### src/rtl/laggy_prefix_offset.sv
// Multi-cycle prefix popcount: offset of a queued bit position within the compressed bitmask_a array.
// Optional macro LAGGY_PREFIX_FIFO_BYPASS_EN loads a match straight into CALC when idle and the FIFO is empty.
module laggy_prefix_offset #(
  parameter int BITMASK_WIDTH = 16,
  parameter int NUM_ADDERS    = 16,
  parameter int WEIGHT_WIDTH  = 8,
  parameter int FIFO_DEPTH    = 8,
  localparam int PW           = $clog2(BITMASK_WIDTH)
) (
  input  logic                     clk,
  input  logic                     rst,
  input  logic [BITMASK_WIDTH-1:0] and_result,
  input  logic [BITMASK_WIDTH-1:0] bitmask_a,
  input  logic [PW-1:0]            matched_position,
  input  logic [WEIGHT_WIDTH-1:0]  matched_weight,
  input  logic                     valid_match,
  output logic [PW-1:0]            slow_offset,
  output logic                     slow_valid,
  output logic                     ready_for_new_calc,
  output logic                     fifo_empty,
  output logic                     fifo_full
);

  localparam int NCHUNK = BITMASK_WIDTH / NUM_ADDERS;
  localparam int KW     = (NCHUNK > 1) ? $clog2(NCHUNK) : 1;
  localparam int AW     = $clog2(FIFO_DEPTH);
  localparam logic [KW-1:0] K_LAST   = KW'(NCHUNK - 1);
  localparam logic [KW-1:0] K_ONE    = KW'(1);
  localparam logic [AW-1:0] PTR_ONE  = AW'(1);
  localparam logic [AW:0]   CNT_ONE  = (AW+1)'(1);
  localparam logic [AW:0]   CNT_FULL = (AW+1)'(FIFO_DEPTH);

  typedef enum logic [0:0] {IDLE, CALC} state_t;

  state_t                   state;
  logic [KW-1:0]            k;
  logic [PW:0]              acc;
  logic [PW:0]              acc_next;
  logic [PW-1:0]            current_position;
  logic [WEIGHT_WIDTH-1:0]  current_weight;
  logic [BITMASK_WIDTH-1:0] mask_q;
  logic [BITMASK_WIDTH-1:0] below_mask;
  logic [NUM_ADDERS-1:0]    chunk_bits;

  logic [PW-1:0]            pos_mem [FIFO_DEPTH];
  logic [WEIGHT_WIDTH-1:0]  wt_mem  [FIFO_DEPTH];
  logic [AW-1:0]            wr_ptr;
  logic [AW-1:0]            rd_ptr;
  logic [AW:0]              count;
  logic [PW-1:0]            fifo_mp_out;
  logic [WEIGHT_WIDTH-1:0]  fifo_wt_out;
  logic                     fifo_read_en;
  logic                     fifo_write_en;
  logic                     bypass_take;
  logic                     unused_sink;

  function automatic logic [PW:0] popcount(input logic [NUM_ADDERS-1:0] v);
    logic [PW:0] cnt;
    cnt = '0;
    for (int j = 0; j < NUM_ADDERS; j++) cnt = cnt + {{PW{1'b0}}, v[j]};
    return cnt;
  endfunction

  assign fifo_empty         = (count == '0);
  assign fifo_full          = (count == CNT_FULL);
  assign ready_for_new_calc = (state == IDLE);
  assign fifo_mp_out        = pos_mem[rd_ptr];
  assign fifo_wt_out        = wt_mem[rd_ptr];
  assign fifo_read_en       = (state == IDLE) && !fifo_empty;

`ifdef LAGGY_PREFIX_FIFO_BYPASS_EN
  assign bypass_take = (state == IDLE) && fifo_empty && valid_match;
`else
  assign bypass_take = 1'b0;
`endif

  // A write while full is dropped even if the head pops on the same edge.
  assign fifo_write_en = valid_match && !fifo_full && !bypass_take;

  // Weight travels with the position but is not consumed by this stage.
  assign unused_sink = ^{and_result, current_weight};

  always_comb begin
    below_mask = '0;
    for (int i = 0; i < BITMASK_WIDTH; i++) below_mask[i] = (i < int'(current_position));
  end

  always_comb begin
    chunk_bits = '0;
    for (int c = 0; c < NCHUNK; c++) begin
      if (k == KW'(c)) chunk_bits = mask_q[c*NUM_ADDERS +: NUM_ADDERS] & below_mask[c*NUM_ADDERS +: NUM_ADDERS];
    end
  end

  assign acc_next = acc + popcount(chunk_bits);

  always_ff @(posedge clk) begin
    if (fifo_write_en) begin
      pos_mem[wr_ptr] <= matched_position;
      wt_mem[wr_ptr]  <= matched_weight;
    end
  end

  always_ff @(posedge clk) begin
    if (!rst) begin
      wr_ptr <= '0;
      rd_ptr <= '0;
      count  <= '0;
    end else begin
      if (fifo_write_en) wr_ptr <= wr_ptr + PTR_ONE;
      if (fifo_read_en)  rd_ptr <= rd_ptr + PTR_ONE;
      case ({fifo_write_en, fifo_read_en})
        2'b10:   count <= count + CNT_ONE;
        2'b01:   count <= count - CNT_ONE;
        default: count <= count;
      endcase
    end
  end

  always_ff @(posedge clk) begin
    if (!rst) begin
      state       <= IDLE;
      k           <= '0;
      slow_valid  <= 1'b0;
      slow_offset <= '0;
    end else begin
      slow_valid <= 1'b0;
      case (state)
        IDLE: begin
          if (fifo_read_en || bypass_take) begin
            state <= CALC;
            k     <= '0;
          end
        end
        CALC: begin
          if (k == K_LAST) begin
            state       <= IDLE;
            slow_offset <= acc_next[PW-1:0];
            slow_valid  <= 1'b1;
          end else begin
            k <= k + K_ONE;
          end
        end
        default: state <= IDLE;
      endcase
    end
  end

  // Operand capture at dequeue, then one chunk accumulated per CALC cycle.
  always_ff @(posedge clk) begin
    if (state == IDLE) begin
      if (bypass_take) begin
        current_position <= matched_position;
        current_weight   <= matched_weight;
      end else if (fifo_read_en) begin
        current_position <= fifo_mp_out;
        current_weight   <= fifo_wt_out;
      end
      mask_q <= bitmask_a;
      acc    <= '0;
    end else begin
      acc <= acc_next;
    end
  end

endmodule

### config.mk
export PLATFORM = sky130hd
export DESIGN_NAME = laggy_prefix_offset
export DESIGN_NICKNAME = d
export VERILOG_FILES = /design/src/rtl/laggy_prefix_offset.sv
export SDC_FILE = /design/constraint.sdc
export NUM_CORES = 1
export LEC_CHECK = 0
export CAP_MARGIN = 0
export CORE_AREA = 4 4 90 92
export DETAILED_ROUTE_END_ITERATION = 10
export DIE_AREA = 0 0 94 96
export GPL_TIMING_DRIVEN = 0
export HOLD_SLACK_MARGIN = 0.15
export PLACE_DENSITY = 0.68
export RECOVER_POWER = 100
export SKIP_CTS_REPAIR_TIMING = 1
export SYNTH_ARGS = -nofsm -noshare
export SYNTH_HDL_FRONTEND = slang
export SYNTH_SLANG_ARGS = --single-unit
### constraint.sdc
create_clock -name clk -period 4.65 [get_ports clk]
set_input_delay 0.93 -clock clk [delete_from_list [all_inputs] [get_ports clk]]
set_output_delay 0.93 -clock clk [all_outputs]
set_load 0.02 [all_outputs]
After elaboration in Yosys (flattened, before gate mapping)

Memory sizes are Yosys's and may differ from the RTL's. A register that Yosys moved wholly into a read port is not among the register bits.
Cells that the tools add are included.

Memories: 1
Memory bits (writable): 32
Output and inout bits: 8
Register bits: 38

Memories:

| memory  | words | width | rd ports | clocked after memory_dff | write ports | line | RTL |
|---|---|---|---|---|---|---|---|
| pos_mem | 8     | 4     | 1        | 1                        | 1           | 45   | `logic [PW-1:0] pos_mem [FIFO_DEPTH];` |

Bitwise operators: 3
Mux-type cells: 11
$add $sub $neg: 21
Reduce and logical (&&, ||, !) cells: 9
Order comparisons: 15
Eq/ne operators: 4

Operator list:

| cell                                                                 | number |
|---|---|
| 5-bit by 1-bit adder with 5-bit output                               | 11 |
| 4-bit < comparator (first input constant)                            | 7 |
| 16-bit by 15-bit AND with 16-bit output                              | 1 |
| 3-bit by 4-bit < comparator with 1-bit output (first input constant) | 4 |
| 16-bit two-way mux                                                   | 1 |
| 1-bit by 4-bit < comparator with 1-bit output (first input constant) | 2 |
| 2-bit by 4-bit < comparator with 1-bit output (first input constant) | 2 |
| 4-bit case mux with 2 select lines                                   | 1 |
| 1-bit two-way mux                                                    | 7 |
| 3-bit by 1-bit adder with 3-bit output (second input constant)       | 2 |
| 2-bit AND reduction                                                  | 3 |
| 4-bit by 1-bit adder with 5-bit output                               | 1 |
| 5-bit adder                                                          | 1 |
| 3-bit by 1-bit adder with 4-bit output                               | 1 |
| 4-bit by 1-bit adder with 4-bit output (second input constant)       | 1 |
| 4-bit == test (second input constant)                                | 1 |
| 4-bit zero test                                                      | 1 |
| 1-bit case mux with 2 select lines                                   | 2 |
| 4-bit by 1-bit subtractor with 4-bit output (second input constant)  | 1 |
| 2-bit by 1-bit adder with 3-bit output                               | 1 |
| 1-bit by 1-bit adder with 2-bit output                               | 1 |
| 2-bit by 1-bit == test with 1-bit output (second input constant)     | 1 |
| 2-bit == test (second input constant)                                | 1 |
| 1-bit logical AND                                                    | 2 |
| 5 further kinds                                                      | 7 |

Logic depth before layout (Yosys ltp)

Depth in word-level cells: 19
Depth in mapped cells: 15
Depth with buffers taken out: 14

Least setup slack after synthesis

No wires, ideal clock.

Kind: reg2reg
Start: register current_position[1], read port of pos_mem
End: register slow_offset[2]
Period minus slack after synthesis: 4.197 ns
Data arrival time: 4.082 ns
Path slack: 0.453 ns
Path buffers: 1
Cell stages (with the launch flop): 15
Path through: edfxtp_1 clkbuf_1 o41a_1 fa_1 inv_1 fa_1 fa_1 inv_1 fa_1 ha_1 inv_1 fa_1 xor2_1 nor2_1 o21a_1

Cells in the longest elaborated chain, start to end: 19
Elaborated cells between the ends (all ways): 33

RTL lines:

| what                                                     | line | RTL |
|---|---|---|
| start: declaration                                       | 39   | `logic [PW-1:0] current_position;` |
| 1-bit by 4-bit < comparator with 1-bit output            | 85   | `for (int i = 0; i < BITMASK_WIDTH; i++) below_mask[i] = (i < int'(current_position));` |
| 16-bit by 15-bit AND with 16-bit output (*)              | 91   | `if (k == KW'(c)) chunk_bits = mask_q[c*NUM_ADDERS +: NUM_ADDERS] & below_mask[c*NUM_ADDERS +: NUM_ADDERS];` |
| 16-bit two-way mux (*)                                   | 91   |  |
| 1-bit by 1-bit adder with 2-bit output                   | 60   | `for (int j = 0; j < NUM_ADDERS; j++) cnt = cnt + {{PW{1'b0}}, v[j]};` |
| 2-bit by 1-bit adder with 3-bit output                   | 60   |  |
| 3-bit by 1-bit adder with 4-bit output                   | 60   |  |
| 4-bit by 1-bit adder with 5-bit output                   | 60   |  |
| 5-bit by 1-bit adder with 5-bit output (9 in series)     | 60   |  |
| 5-bit by 1-bit adder with 5-bit output (*) (2 in series) | 60   |  |
| 5-bit adder (*)                                          | 95   | `assign acc_next = acc + popcount(chunk_bits);` |
| end signal: assignment                                   | 138  | `slow_offset <= acc_next[PW-1:0];` |
| end: declaration                                         | 17   | `output logic [PW-1:0] slow_offset,` |

Every way passes the cells marked *; elsewhere a longest branch is shown, timed or not.
A chain may end at the register's enable or synchronous reset.

Final worst setup path

Same ends and word-level chain as after synthesis.

==> results.py <==
metrics = {
    "finish": {
        "regArea_um2": 1930,
        "fillers": 613,
        "multiInputGateArea_um2": 1180,
        "antennaDiodeCount": 0,
        "layoutNonFillerInstCount": 367,
        "layout-drive-gt1-share_pct": 11.2,
        "area_growth_pct": 18.3,
        "num-nets-final": 333,
    },
    "setup_path": {
        "cp.arrival_ps": 4700,
        "rrSetupSlack_ps": 200,
        "worstSetupPathType": "reg2reg",
        "rr_worst_depth": 14,
        "reg2reg_from": "current_position[1]",
        "r2r_end": "slow_offset[2]",
        "cp.required_ps": 4890,
        "cp_max_fo": 10,
        "startpoint_type": "register",
        "cp-end-kind": "register",
    },
    "power_and_ir_drop": {
        "powerDensity_nw_per_um2": 757,
        "p_leak_nw": 1.42,
        "ir_worst_vdd_uv": 299,
    },
    "sta": {
        "clock.fmax_mhz": 224,
        "tightest_slew_ps": 911,
        "finalSetupViolCount": 0,
        "finalSetupTns_ps": 0,
        "finalMaxSlewViolations": 0,
        "period_share_pct": 95.8,
        "period_minus_slack_ps": 4450,
        "skew_ps": 8.94,
        "rsz0062_at_grt": "no",
        "slew_headroom_pct": 38.7,
        "hold_violations": 0,
    },
    "placed_design": {
        "dp.final_hpwl_mm": 3.92,
        "placed_cells": 351,
        "gp_congestion": 0.757,
        "portBuffers": 29,
    },
    "clock_tree": {
        "cts_sinks": 71,
        "cts_tree": "yes",
        "cts-buffers-inserted": 9,
        "clk_pin_slew_ps": 90,
        "h-tree-depth": 3,
        "insertion_delay_ps": 350,
        "cts_max_path_buffers": 2,
        "cts-root-buf": "clkbuf_8",
    },
    "die": {
        "core_um2": 7210,
        "io_pins": 55,
        "die_h_um": 96,
        "rows": 31,
        "die_area_um2": 9020,
        "fp.dieW_um": 94,
        "start_util_pct": 44.7,
    },
    "synth": {
        "synthCells": 223,
        "ys_ff_latch": 71,
        "yosysWarnings": 0,
        "netlist_area_um2": 3230,
        "syn_avg_cell_area_um2": 14.5,
        "syn-num-nets": 293,
        "ys_types": 39,
        "ys_seq_area_share_pct": 59.9,
    },
    "routing": {
        "wl_mm": 5.42,
        "drc": 0,
        "vias": 1846,
        "viasPerCell": 5.03,
        "drt_iter0_markers": 80,
        "drt-wirelength-per-cell_um": 14.8,
        "drt_pass1_iterations": 4,
        "ant_nets": 0,
    },
    "global_route": {
        "antenna_found_initial": 0,
        "grt_pass1_vias": 1894,
        "grt_max_degree": 20,
        "grt_use_total_pct": 13.9,
        "grt_pass1_wl_mm": 9.21,
        "overflow": 0,
    },
    "worst_hold_path": {
        "hold_end": "count[3]",
        "hold_class": "reg2reg",
        "hold_start": "count[3]",
        "holdPathStages": 2,
    },
    "flow_run": {
        "cap_violations": 0,
    },
    "status": {
        "status": "completed",
    },
}
-- layer usage --
metal  vias up  global-route usage (%)  routed length (um)
met5         -                       0                   0
met4         0                    5.54                  89
met3         8                    5.47                 309
met2        46                    23.8                2800
met1       911                    15.5                2220
li1        881                       -                   -
-- synthesized netlist by cell type --
| cell type | number | share of area (%) |
|---|---|---|
| edfxtp_1 | 51 | 47 |
| o21ba_2 | 1 | 0.31 |
| a21boi_0 | 2 | 0.47 |
| nand3_1 | 6 | 0.93 |
| mux4_2 | 8 | 5.6 |
| nand2_4 | 1 | 0.35 |
| buf_2 | 2 | 0.31 |
| nor3b_1 | 1 | 0.23 |
| o31a_1 | 1 | 0.27 |
| mux2_2 | 4 | 1.4 |
| dfxtp_1 | 20 | 12 |
| nor3_1 | 4 | 0.62 |
| mux2i_1 | 2 | 0.62 |
| nor4_2 | 1 | 0.39 |
| fa_1 | 12 | 7.4 |
| or4b_1 | 1 | 0.31 |
| o21ai_0 | 4 | 0.62 |
| nand4_1 | 1 | 0.19 |
| a21oi_1 | 3 | 0.47 |
| o2111ai_1 | 1 | 0.27 |
| a21o_1 | 3 | 0.70 |
| o21a_1 | 6 | 1.4 |
| o311a_1 | 1 | 0.31 |
| clkbuf_1 | 7 | 0.81 |
| and3_1 | 1 | 0.19 |
| o41a_1 | 1 | 0.35 |
| nor2_1 | 8 | 0.93 |
| xor2_1 | 5 | 1.4 |
| nor2b_1 | 6 | 1.2 |
| inv_1 | 18 | 2.1 |
| ha_1 | 11 | 4.3 |
| o211ai_1 | 1 | 0.23 |
| nor4_1 | 1 | 0.19 |
| nand2b_1 | 3 | 0.58 |
| a211oi_1 | 1 | 0.23 |
| a31oi_1 | 1 | 0.19 |
| xnor2_1 | 5 | 1.4 |
| nand2_1 | 7 | 0.81 |
| and2_1 | 11 | 2.1 |
-- power by group --
part / internal, mW / switching [mW]
Sequential: 0.832 / 0.0670
Combinational: 0.687 / 0.828
Clock: 0.211 / 0.265
-- sequential cells by signal, summed over array words and instances, names as in the netlist --
name and count:
count 4, rd_ptr 3, current_position 4, mask_q 15, pos_mem 32, slow_valid 1
slow_offset 4, acc 4, state 1, wr_ptr 3
-- kinds of logic after synthesis --
group	share of synthesized area [%]
flip-flops	59.9
AND/OR/NAND/NOR	9.04
buffers and inverters	3.22
AO/OA/AOI/OAI	5.82
adder cells (fa/ha/maj)	11.7
multiplexers	7.60
XOR/XNOR	2.72
-- final cells by class --
class                   instances  share of cell area, %
clock buffers                   9                   3.24
well taps                      99                   3.24
clock inverters                 7                   1.80
repair buffers                 29                   7.60
multi-input cells             125                   30.8
inverters                      18                   1.77
flip-flops and latches         71                   50.6
plain buffers                   9                  0.918
-- how the worst max path moves through the flow --
stage / from / to / cells past startpoint / slack [ps]
final: current_position[1] / slow_offset[2] / 14 / 200
after global placement: current_position[1] / slow_offset[2] / 14 / 250
after CTS: current_position[1] / slow_offset[2] / 14 / 170
after global routing: current_position[1] / slow_offset[2] / 14 / 50
after floorplan: current_position[1] / slow_offset[2] / 14 / 450
after detailed placement: current_position[1] / slow_offset[2] / 14 / 190
-- worst max-delay path, cell delays in order, from the launching register on --
cell and delay (ps):
edfxtp_1 410, clkbuf_1 240, o41a_1 460, fa_1 520
inv_1 60, fa_1 500, fa_1 540, inv_1 50
fa_1 540, ha_1 170, inv_1 60, fa_1 370
xor2_1 140, nor2_1 70, o21a_1 210
-- cells in the final DEF, fill, tap and decap left out, types with 4 or more instances in the layout --
cell type / synthesis / layout
clkbuf_8: 0 / 9
edfxtp_1: 51 / 51
ha_1: 11 / 11
nand3_1: 6 / 6
xnor2_1: 5 / 5
inv_1: 18 / 18
clkbuf_1: 7 / 8
nor2b_1: 6 / 6
mux2_2: 4 / 4
dlygate4sd3_1: 0 / 29
mux4_2: 8 / 8
nand2_1: 7 / 8
dfxtp_1: 20 / 20
o21ai_0: 4 / 4
nor3_1: 4 / 4
o21a_1: 6 / 6
fa_1: 12 / 12
nor2_1: 8 / 8
and2_0: 0 / 8
xor2_1: 5 / 5
-- per-stage QoR --
stage	utilization (%)	hold slack, ps	setup slack [ps]	total power, mW	instance area (um2)
3_3_place_gp	50.5	480	251	2.40	3640
5_1_grt	52.9	540	53.3	3.20	3820
2_1_floorplan	-	464	453	2.08	3230
6_report	52.9	492	195	2.89	3820
4_1_cts	53.1	503	171	2.98	3830
3_5_place_dp	50.5	489	193	2.47	3640
No activity file was read; power rests on OpenSTA's default activity.
